### config.mk
export PLATFORM = sky130hd
export DESIGN_NAME = commit_ring_alloc
export DESIGN_NICKNAME = d
export VERILOG_FILES = /design/src/rtl/commit_ring_alloc.sv
export SDC_FILE = /design/constraint.sdc
export NUM_CORES = 1
export LEC_CHECK = 0
export BUFFER_PORTS_ARGS = -buffer_cell sky130_fd_sc_hd__buf_2
export CAP_MARGIN = 20
export CORE_UTILIZATION = 30
export DETAILED_ROUTE_END_ITERATION = 12
export GPL_TIMING_DRIVEN = 0
export PLACE_DENSITY_LB_ADDON = 0.05
export SLEW_MARGIN = 25
export SYNTH_ARGS = -nofsm -noshare
export SYNTH_HDL_FRONTEND = slang
export SYNTH_SLANG_ARGS = --single-unit
### constraint.sdc
create_clock -name clk -period 8.7 [get_ports clk]
set_clock_uncertainty 0.15 [all_clocks]
set_input_delay 0.87 -clock clk [delete_from_list [all_inputs] [get_ports clk]]
set_output_delay 0.87 -clock clk [all_outputs]
set_load 0.02 [all_outputs]
### src/rtl/commit_ring_alloc.sv
// ---------------------------------------------------------------------------
// commit_ring_alloc
//
// Purpose:
//   Owns the circular commit buffer that sits upstream of the ALU scheduler.
//   Each cycle it hands out up to NDEC in-order slots to freshly decoded
//   instructions, records completion pulses from the execution units,
//   retires up to NRETIRE consecutive completed entries from the head and
//   truncates the ring on a branch-mispredict flush. The head pointer is
//   exported as the scheduler's rotate amount (start_commit).
//
// Ports:
//   clk           clock
//   reset         synchronous, active-high reset
//   alloc_req     thermometer-coded request mask (lanes 0..k-1)
//   alloc_ok      grant for the whole request this cycle (combinational)
//   alloc_idx     per-lane slot index, lane i = tail+i mod NCOMMIT
//   done_set      one-cycle completion pulses, one bit per entry
//   flush_valid   mispredict flush
//   flush_idx     index of the mispredicted branch (this entry survives)
//   retire_mask   entries retired this cycle (registered pulse)
//   retire_count  popcount of retire_mask
//   commit_valid  live-entry mask
//   commit_head   oldest live entry (start_commit)
//   free_count    NCOMMIT minus occupied entries
// ---------------------------------------------------------------------------
module commit_ring_alloc #(
  parameter int NCOMMIT  = 32,
  parameter int LNCOMMIT = 5,
  parameter int NDEC     = 4,
  parameter int NRETIRE  = 4
) (
  input  logic                       clk,
  input  logic                       reset,
  input  logic [NDEC-1:0]            alloc_req,
  output logic                       alloc_ok,
  output logic [NDEC*LNCOMMIT-1:0]   alloc_idx,
  input  logic [NCOMMIT-1:0]         done_set,
  input  logic                       flush_valid,
  input  logic [LNCOMMIT-1:0]        flush_idx,
  output logic [NCOMMIT-1:0]         retire_mask,
  output logic [LNCOMMIT-1:0]        retire_count,
  output logic [NCOMMIT-1:0]         commit_valid,
  output logic [LNCOMMIT-1:0]        commit_head,
  output logic [LNCOMMIT:0]          free_count
);

  // Registered ring state
  logic [LNCOMMIT-1:0] head;
  logic [LNCOMMIT-1:0] tail;
  logic [LNCOMMIT:0]   count;
  logic [NCOMMIT-1:0]  valid;
  logic [NCOMMIT-1:0]  done;

  // Next-state values
  logic [LNCOMMIT-1:0] head_next;
  logic [LNCOMMIT-1:0] tail_next;
  logic [LNCOMMIT:0]   count_next;
  logic [NCOMMIT-1:0]  valid_next;
  logic [NCOMMIT-1:0]  done_next;
  logic [NCOMMIT-1:0]  retire_mask_next;
  logic [LNCOMMIT-1:0] retire_count_next;

  // Allocation helpers
  logic [LNCOMMIT:0]   alloc_k;
  logic [NCOMMIT-1:0]  alloc_mask;
  logic [NCOMMIT-1:0]  grant_mask;
  logic [LNCOMMIT-1:0] lane_idx;

  // Retire scan helpers
  logic [NCOMMIT-1:0]  ret_mask;
  logic [LNCOMMIT-1:0] ret_cnt;
  logic [LNCOMMIT-1:0] scan_idx;
  logic                scan_stop;

  // Flush helpers
  logic [LNCOMMIT-1:0] flush_age;
  logic [LNCOMMIT-1:0] entry_age;
  logic [NCOMMIT-1:0]  survive;

  // Completion pulses only land on live entries
  logic [NCOMMIT-1:0]  done_merged;

  assign commit_valid = valid;
  assign commit_head  = head;
  assign free_count   = (LNCOMMIT+1)'(NCOMMIT) - count;

  // Request size. The request is thermometer coded, so the popcount is also
  // the number of lanes, and lanes 0..k-1 map to tail..tail+k-1.
  always_comb begin
    alloc_k = '0;
    for (int i = 0; i < NDEC; i++) begin
      alloc_k = alloc_k + (LNCOMMIT+1)'(alloc_req[i]);
    end
  end

  // Eligibility is judged against the pre-retire occupancy, so slots freed
  // by this cycle's retire only become allocatable next cycle.
  assign alloc_ok = !reset && !flush_valid && (alloc_k <= free_count);

  // Lane indices are always driven; the ring size is a power of two, so the
  // modulo is just the natural wrap of the LNCOMMIT-bit add.
  always_comb begin
    alloc_idx  = '0;
    alloc_mask = '0;
    lane_idx   = '0;
    for (int i = 0; i < NDEC; i++) begin
      lane_idx = tail + LNCOMMIT'(i);
      alloc_idx[i*LNCOMMIT +: LNCOMMIT] = lane_idx;
      if (alloc_req[i]) begin
        alloc_mask[lane_idx] = 1'b1;
      end
    end
  end

  assign grant_mask = alloc_ok ? alloc_mask : '0;

  // In-order retire: walk from head and stop at the first entry that is not
  // both live and complete. Only registered done bits are seen, so a pulse
  // becomes retirable one cycle after it arrives.
  always_comb begin
    ret_mask  = '0;
    ret_cnt   = '0;
    scan_idx  = '0;
    scan_stop = 1'b0;
    for (int i = 0; i < NRETIRE; i++) begin
      scan_idx = head + LNCOMMIT'(i);
      if (!scan_stop && valid[scan_idx] && done[scan_idx]) begin
        ret_mask[scan_idx] = 1'b1;
        ret_cnt            = ret_cnt + LNCOMMIT'(1);
      end else begin
        scan_stop = 1'b1;
      end
    end
  end

  // Age of each slot relative to head. Anything older than or equal to the
  // mispredicted branch survives a flush; everything younger is dropped.
  always_comb begin
    flush_age = flush_idx - head;
    survive   = '0;
    entry_age = '0;
    for (int j = 0; j < NCOMMIT; j++) begin
      entry_age  = LNCOMMIT'(j) - head;
      survive[j] = (entry_age <= flush_age);
    end
  end

  assign done_merged = done | (done_set & valid);

  // Next-state selection. Flush wins over allocate and retire; completion
  // pulses for surviving entries are still captured during a flush.
  always_comb begin
    head_next         = head;
    tail_next         = tail;
    count_next        = count;
    valid_next        = valid;
    done_next         = done_merged;
    retire_mask_next  = '0;
    retire_count_next = '0;
    if (flush_valid) begin
      valid_next = valid & survive;
      done_next  = done_merged & valid & survive;
      tail_next  = flush_idx + LNCOMMIT'(1);
      count_next = {1'b0, flush_age} + (LNCOMMIT+1)'(1);
    end else begin
      valid_next        = (valid & ~ret_mask) | grant_mask;
      done_next         = done_merged & ~ret_mask & ~grant_mask;
      head_next         = head + ret_cnt;
      tail_next         = tail + alloc_k[LNCOMMIT-1:0] & {LNCOMMIT{alloc_ok}}
                        | tail & {LNCOMMIT{!alloc_ok}};
      count_next        = count + (alloc_ok ? alloc_k : '0)
                        - {1'b0, ret_cnt};
      retire_mask_next  = ret_mask;
      retire_count_next = ret_cnt;
    end
  end

  // State registers with synchronous reset; reset overrides every other
  // activity in the same cycle.
  always_ff @(posedge clk) begin
    if (reset) begin
      head         <= '0;
      tail         <= '0;
      count        <= '0;
      valid        <= '0;
      done         <= '0;
      retire_mask  <= '0;
      retire_count <= '0;
    end else begin
      head         <= head_next;
      tail         <= tail_next;
      count        <= count_next;
      valid        <= valid_next;
      done         <= done_next;
      retire_mask  <= retire_mask_next;
      retire_count <= retire_count_next;
    end
  end

endmodule

==> impl_metrics.py <==
metrics = {
    "status": {
        "run_status": "complete, no violations",
    },
    "cts": {
        "ctsHtreeMaxLevel": 4,
        "cts.reportedPaths.clkPinSlew_ns": 0.08,
        "sink_count": 116,
        "cts_inserted_buffers": 17,
        "clock_path_buffers": 2,
        "worstSkewPairLatency_ns": 0.44,
        "cts_tree": "built",
        "holdBufCountCts": 0,
        "cts_root_buffer": "sky130_fd_sc_hd__clkbuf_16",
    },
    "pwr": {
        "power_frac_comb_pct": 42.8,
        "cellLeakagePower_nw": 5.61,
        "sw_frac_of_total_pct": 44.6,
        "worst_ir_drop_vdd_mv": 0.123,
        "clock_power_share_pct": 31.2,
        "pwr_density_cell_nw_per_um2": 168,
        "switching_power_w": 0.00104,
        "seq_power_share_pct": 25.9,
        "cellInternalPower_w": 0.00129,
    },
    "synthesis": {
        "synth_cells": 1549,
        "postSynth.asyncResetShare_pct": 0,
        "synth.cell_area_um2": 11800,
        "synthDominantAreaCellType": "sky130_fd_sc_hd__dfxtp_1",
        "synth.yosys.seq_area_share_pct": 19.6,
        "synth.distinct_cells": 84,
        "synth.avg_cell_area_um2": 7.64,
        "yosysWarningCount": 0,
        "synth_edf_count": 0,
        "ys_seq_elements": 116,
        "synth_ff_type": "sky130_fd_sc_hd__dfxtp_1",
        "post-synth-top-area-fraction_pct": 19.6,
        "synth.top_cells.by_area": "sky130_fd_sc_hd__dfxtp_1 20%, sky130_fd_sc_hd__ha_1 13%, sky130_fd_sc_hd__nand3_1 5.5%, sky130_fd_sc_hd__a21oi_1 5.4%, sky130_fd_sc_hd__nand2_1 5.0%",
    },
    "worst_setup_path": {
        "required_ns": 8.91,
        "cp-start-kind": "flop",
        "critical_path.top_delay_family": "compound AO/OA/AOI/OAI gates",
        "critical_path.max_fanout": 21,
        "cpPeakStageDelay_ns": 0.62,
        "critical_path.endpoint_type": "flop",
        "worstSetupPathType": "flop to flop",
        "r2r_slack_ns": 0.35,
        "cp_num_buf_inv": 7,
        "path_common_cell": "sky130_fd_sc_hd__ha_1",
        "critical_path.slowest_cell": "sky130_fd_sc_hd__dfxtp_1",
        "critical_path_at_ns": 8.57,
    },
    "timing": {
        "worst_slew_margin_rel_pct": 28.0,
        "timing.final.max_slew_violations": 0,
        "layout_setup_ws_ns": 0.348,
        "max_slew.worst_pin.slew_ns": 1.08,
        "finalHoldWorstSlack_ns": 0.414,
        "rsz0062_at_grt": "false",
        "setup_viol": 0,
        "report.final.hold_viol_count": 0,
        "maxClockFrequency_mhz": 120,
        "final_min_period_over_clock_period_pct": 96.0,
        "final_period_minus_worst_setup_slack_ns": 8.35,
    },
    "floorplanning": {
        "die_area_um2": 40300,
        "coreArea_um2": 38800,
        "floorplan.die.width_um": 201,
        "die-height_um": 201,
        "ioPinCount": 145,
        "floorplan.initialDensity_pct": 30.5,
        "fp-row-count": 72,
    },
    "finish": {
        "layout.nets": 1886,
        "seq_area_um2": 2320,
        "drive_gt1_share_pct": 14.9,
        "multi_input_area_um2": 8890,
        "final_cell_area_um2": 13900,
        "layoutNonFillerInstCount": 2245,
        "antenna-diode-count": 0,
        "final.fill_count": 4222,
        "flow.area_growth_from_synthesis_pct": 17.2,
    },
    "routing": {
        "met2_length_um": 29400,
        "route.detailed.wl_per_inst_um": 28.2,
        "top_signal_layer_used": "met4",
        "drt_iter0_markers": 1248,
        "antenna_left": 0,
        "met3WireLength_um": 4440,
        "drtPass1Iterations": 10,
        "drt_wl_total_um": 63200,
        "drt-vias-per-instance": 5.99,
        "routed-via-count": 13500,
        "detail_route.wirelength.met1_um": 26800,
        "drc": 0,
    },
    "global_routing": {
        "number_of_antenna_violations_at_the_first_check_in_global_routing": 1,
        "number_of_global_route_vias_before_repair": 12800,
        "globalRoute.totalOverflow": 0,
        "grtUsageTotal_pct": 31.1,
        "global_route_wire_length_before_repair_um": 91300,
        "grt_start_max_net_pins": 22,
    },
    "placement": {
        "dpl.cell_count": 2214,
        "post_dp_cell_area_um2": 13300,
        "pre_cts_setup_slack_ns": -0.584,
        "dpl.hpwl_um": 50600,
        "port_buffers": 142,
        "place_congestion": 0.960,
    },
    "worst_hold_path": {
        "hold_path.class": "flop to flop",
    },
    "job": {
        "timing.max_cap.violations": 0,
    },
}
==> worst reg2reg max path: cells and delay by family (launching register included) <==
kind / cells / cell delay (ns)
AO/OA/AOI/OAI: 9 / 2.31
XOR/XNOR: 2 / 0.36
adder cells (fa/ha/maj): 5 / 1.89
buffers and inverters: 7 / 1.98
flip-flops: 1 / 0.62
AND/OR/NAND/NOR: 5 / 0.98
==> synth_stat cells, types with 5 or more instances <==
cell type                     n
sky130_fd_sc_hd__o22ai_1     47
sky130_fd_sc_hd__nor3_1      24
sky130_fd_sc_hd__xor2_1      18
sky130_fd_sc_hd__a2111oi_0    9
sky130_fd_sc_hd__and2_1      26
sky130_fd_sc_hd__nand4_1      9
sky130_fd_sc_hd__a211o_1     11
sky130_fd_sc_hd__a41oi_1     17
sky130_fd_sc_hd__nand3_1    129
sky130_fd_sc_hd__a41o_1      11
sky130_fd_sc_hd__a22oi_1      8
sky130_fd_sc_hd__dfxtp_1    116
sky130_fd_sc_hd__a221o_1      9
sky130_fd_sc_hd__buf_4        6
sky130_fd_sc_hd__a21o_1      40
sky130_fd_sc_hd__o21ai_0     62
sky130_fd_sc_hd__nor2b_1     14
sky130_fd_sc_hd__o21a_1       9
sky130_fd_sc_hd__a31oi_1      7
sky130_fd_sc_hd__a21boi_0     6
sky130_fd_sc_hd__o221ai_1    15
sky130_fd_sc_hd__buf_2       13
sky130_fd_sc_hd__a32oi_1      8
sky130_fd_sc_hd__and3_1       8
sky130_fd_sc_hd__o2bb2ai_1   17
sky130_fd_sc_hd__a21oi_1    127
sky130_fd_sc_hd__buf_1        9
sky130_fd_sc_hd__nor2_1     133
sky130_fd_sc_hd__mux4_2      24
sky130_fd_sc_hd__ha_1       121
sky130_fd_sc_hd__nand2_1    159
sky130_fd_sc_hd__clkbuf_1    62
sky130_fd_sc_hd__o211ai_1    18
sky130_fd_sc_hd__mux2i_1     13
sky130_fd_sc_hd__fa_1         7
sky130_fd_sc_hd__a211oi_1    28
sky130_fd_sc_hd__a2111oi_2    5
sky130_fd_sc_hd__inv_1       79
sky130_fd_sc_hd__xnor2_1     43
sky130_fd_sc_hd__nand3b_1     7
==> path summary, 6_finish.rpt <==
path             startpoint  endpoint  cells after the start
max reg2reg  commit_head[0]  count[5]                     28
min                 done[4]   done[4]                      2
max          commit_head[0]  count[5]                     28
min reg2reg         done[4]   done[4]                      2
==> power groups by stage <==
stage	combinational, W	clock [W]	sequential, W
floorplan	0.000612	0	0.000611
global placement	0.000976	0	0.000617
detailed placement	0.000984	0	0.000616
CTS	0.000989	0.000738	0.000605
global route	0.00109	0.000758	0.000608
finish	0.000999	0.000728	0.000605
==> stage by stage <==
step / power, W / utilization, % / setup TNS, ns
CTS: 0.00233 / 35.7 / 0
finish: 0.00233 / 35.7 / 0
global placement: 0.00159 / 34.0 / -3.81
detailed placement: 0.00160 / 34.2 / -1.59
global route: 0.00245 / 35.7 / 0
floorplan: 0.00122 / - / 0
==> layout by cell type, fill, tap and decap left out, types with 11 or more instances in the layout <==
master | synthesis | routed
sky130_fd_sc_hd__mux4_2 | 24 | 24
sky130_fd_sc_hd__xor2_1 | 18 | 18
sky130_fd_sc_hd__clkbuf_16 | 0 | 17
sky130_fd_sc_hd__o221ai_1 | 15 | 15
sky130_fd_sc_hd__mux2i_1 | 13 | 13
sky130_fd_sc_hd__a21o_1 | 40 | 40
sky130_fd_sc_hd__a41oi_1 | 17 | 17
sky130_fd_sc_hd__inv_1 | 79 | 79
sky130_fd_sc_hd__nor2_1 | 133 | 132
sky130_fd_sc_hd__buf_2 | 13 | 155
sky130_fd_sc_hd__o22ai_1 | 47 | 47
sky130_fd_sc_hd__nor2b_1 | 14 | 14
sky130_fd_sc_hd__o21ai_0 | 62 | 62
sky130_fd_sc_hd__o2bb2ai_1 | 17 | 17
sky130_fd_sc_hd__clkbuf_1 | 62 | 59
sky130_fd_sc_hd__a41o_1 | 11 | 11
sky130_fd_sc_hd__nor3_1 | 24 | 24
sky130_fd_sc_hd__a211o_1 | 11 | 11
sky130_fd_sc_hd__nand3_1 | 129 | 128
sky130_fd_sc_hd__dfxtp_1 | 116 | 115
sky130_fd_sc_hd__xnor2_1 | 43 | 42
sky130_fd_sc_hd__nand2_1 | 159 | 159
sky130_fd_sc_hd__o211ai_1 | 18 | 18
sky130_fd_sc_hd__ha_1 | 121 | 121
sky130_fd_sc_hd__a21oi_1 | 127 | 127
sky130_fd_sc_hd__a211oi_1 | 28 | 28
sky130_fd_sc_hd__and2_1 | 26 | 26
==> metal layers <==
metal	vias up	track usage, %
li1	6113	-
met1	6603	40.0
met2	633	51.7
met3	103	4.81
met4	0	12.8
met5	-	0
==> flip-flops by register name (all words and copies together) (netlist names), named ones only <==
| signal | flops |
|---|---|
| commit_head | 5 |
| retire_count | 4 |
| done | 32 |
| count | 6 |
| commit_valid | 32 |
| retire_mask | 32 |
==> repair_timing <==
| action | CTS | global route |
|---|---|---|
| buffers inserted | 0 | 0 |
| endpoints found under the setup margin | 5 | 3 |
| gates resized for setup | 3 | 3 |
==> area by class of cell <==
cell class,instances,share of cell area [%]
Multi-Input combinational cell,1260,64.0
Timing Repair Buffer,145,5.34
Clock inverter,13,0.893
Tap cell,518,4.67
Clock buffer,19,3.26
Sequential cell,116,16.7
Inverter,84,2.28
Buffer,90,2.79
==> cell families (layout without fill, tap and decap cells) <==
kind of cell	Yosys count	after routing	synth area share (%)
AND/OR/NAND/NOR	536	536	21.1
AO/OA/AOI/OAI	490	490	28.6
buffers and inverters	175	351	5.94
adder cells (fa/ha/maj)	128	128	14.0
flip-flops	116	116	19.6
XOR/XNOR	63	63	4.79
multiplexers	39	39	5.85
other	2	4	0.0634
No activity file was read; power rests on OpenSTA's default activity.
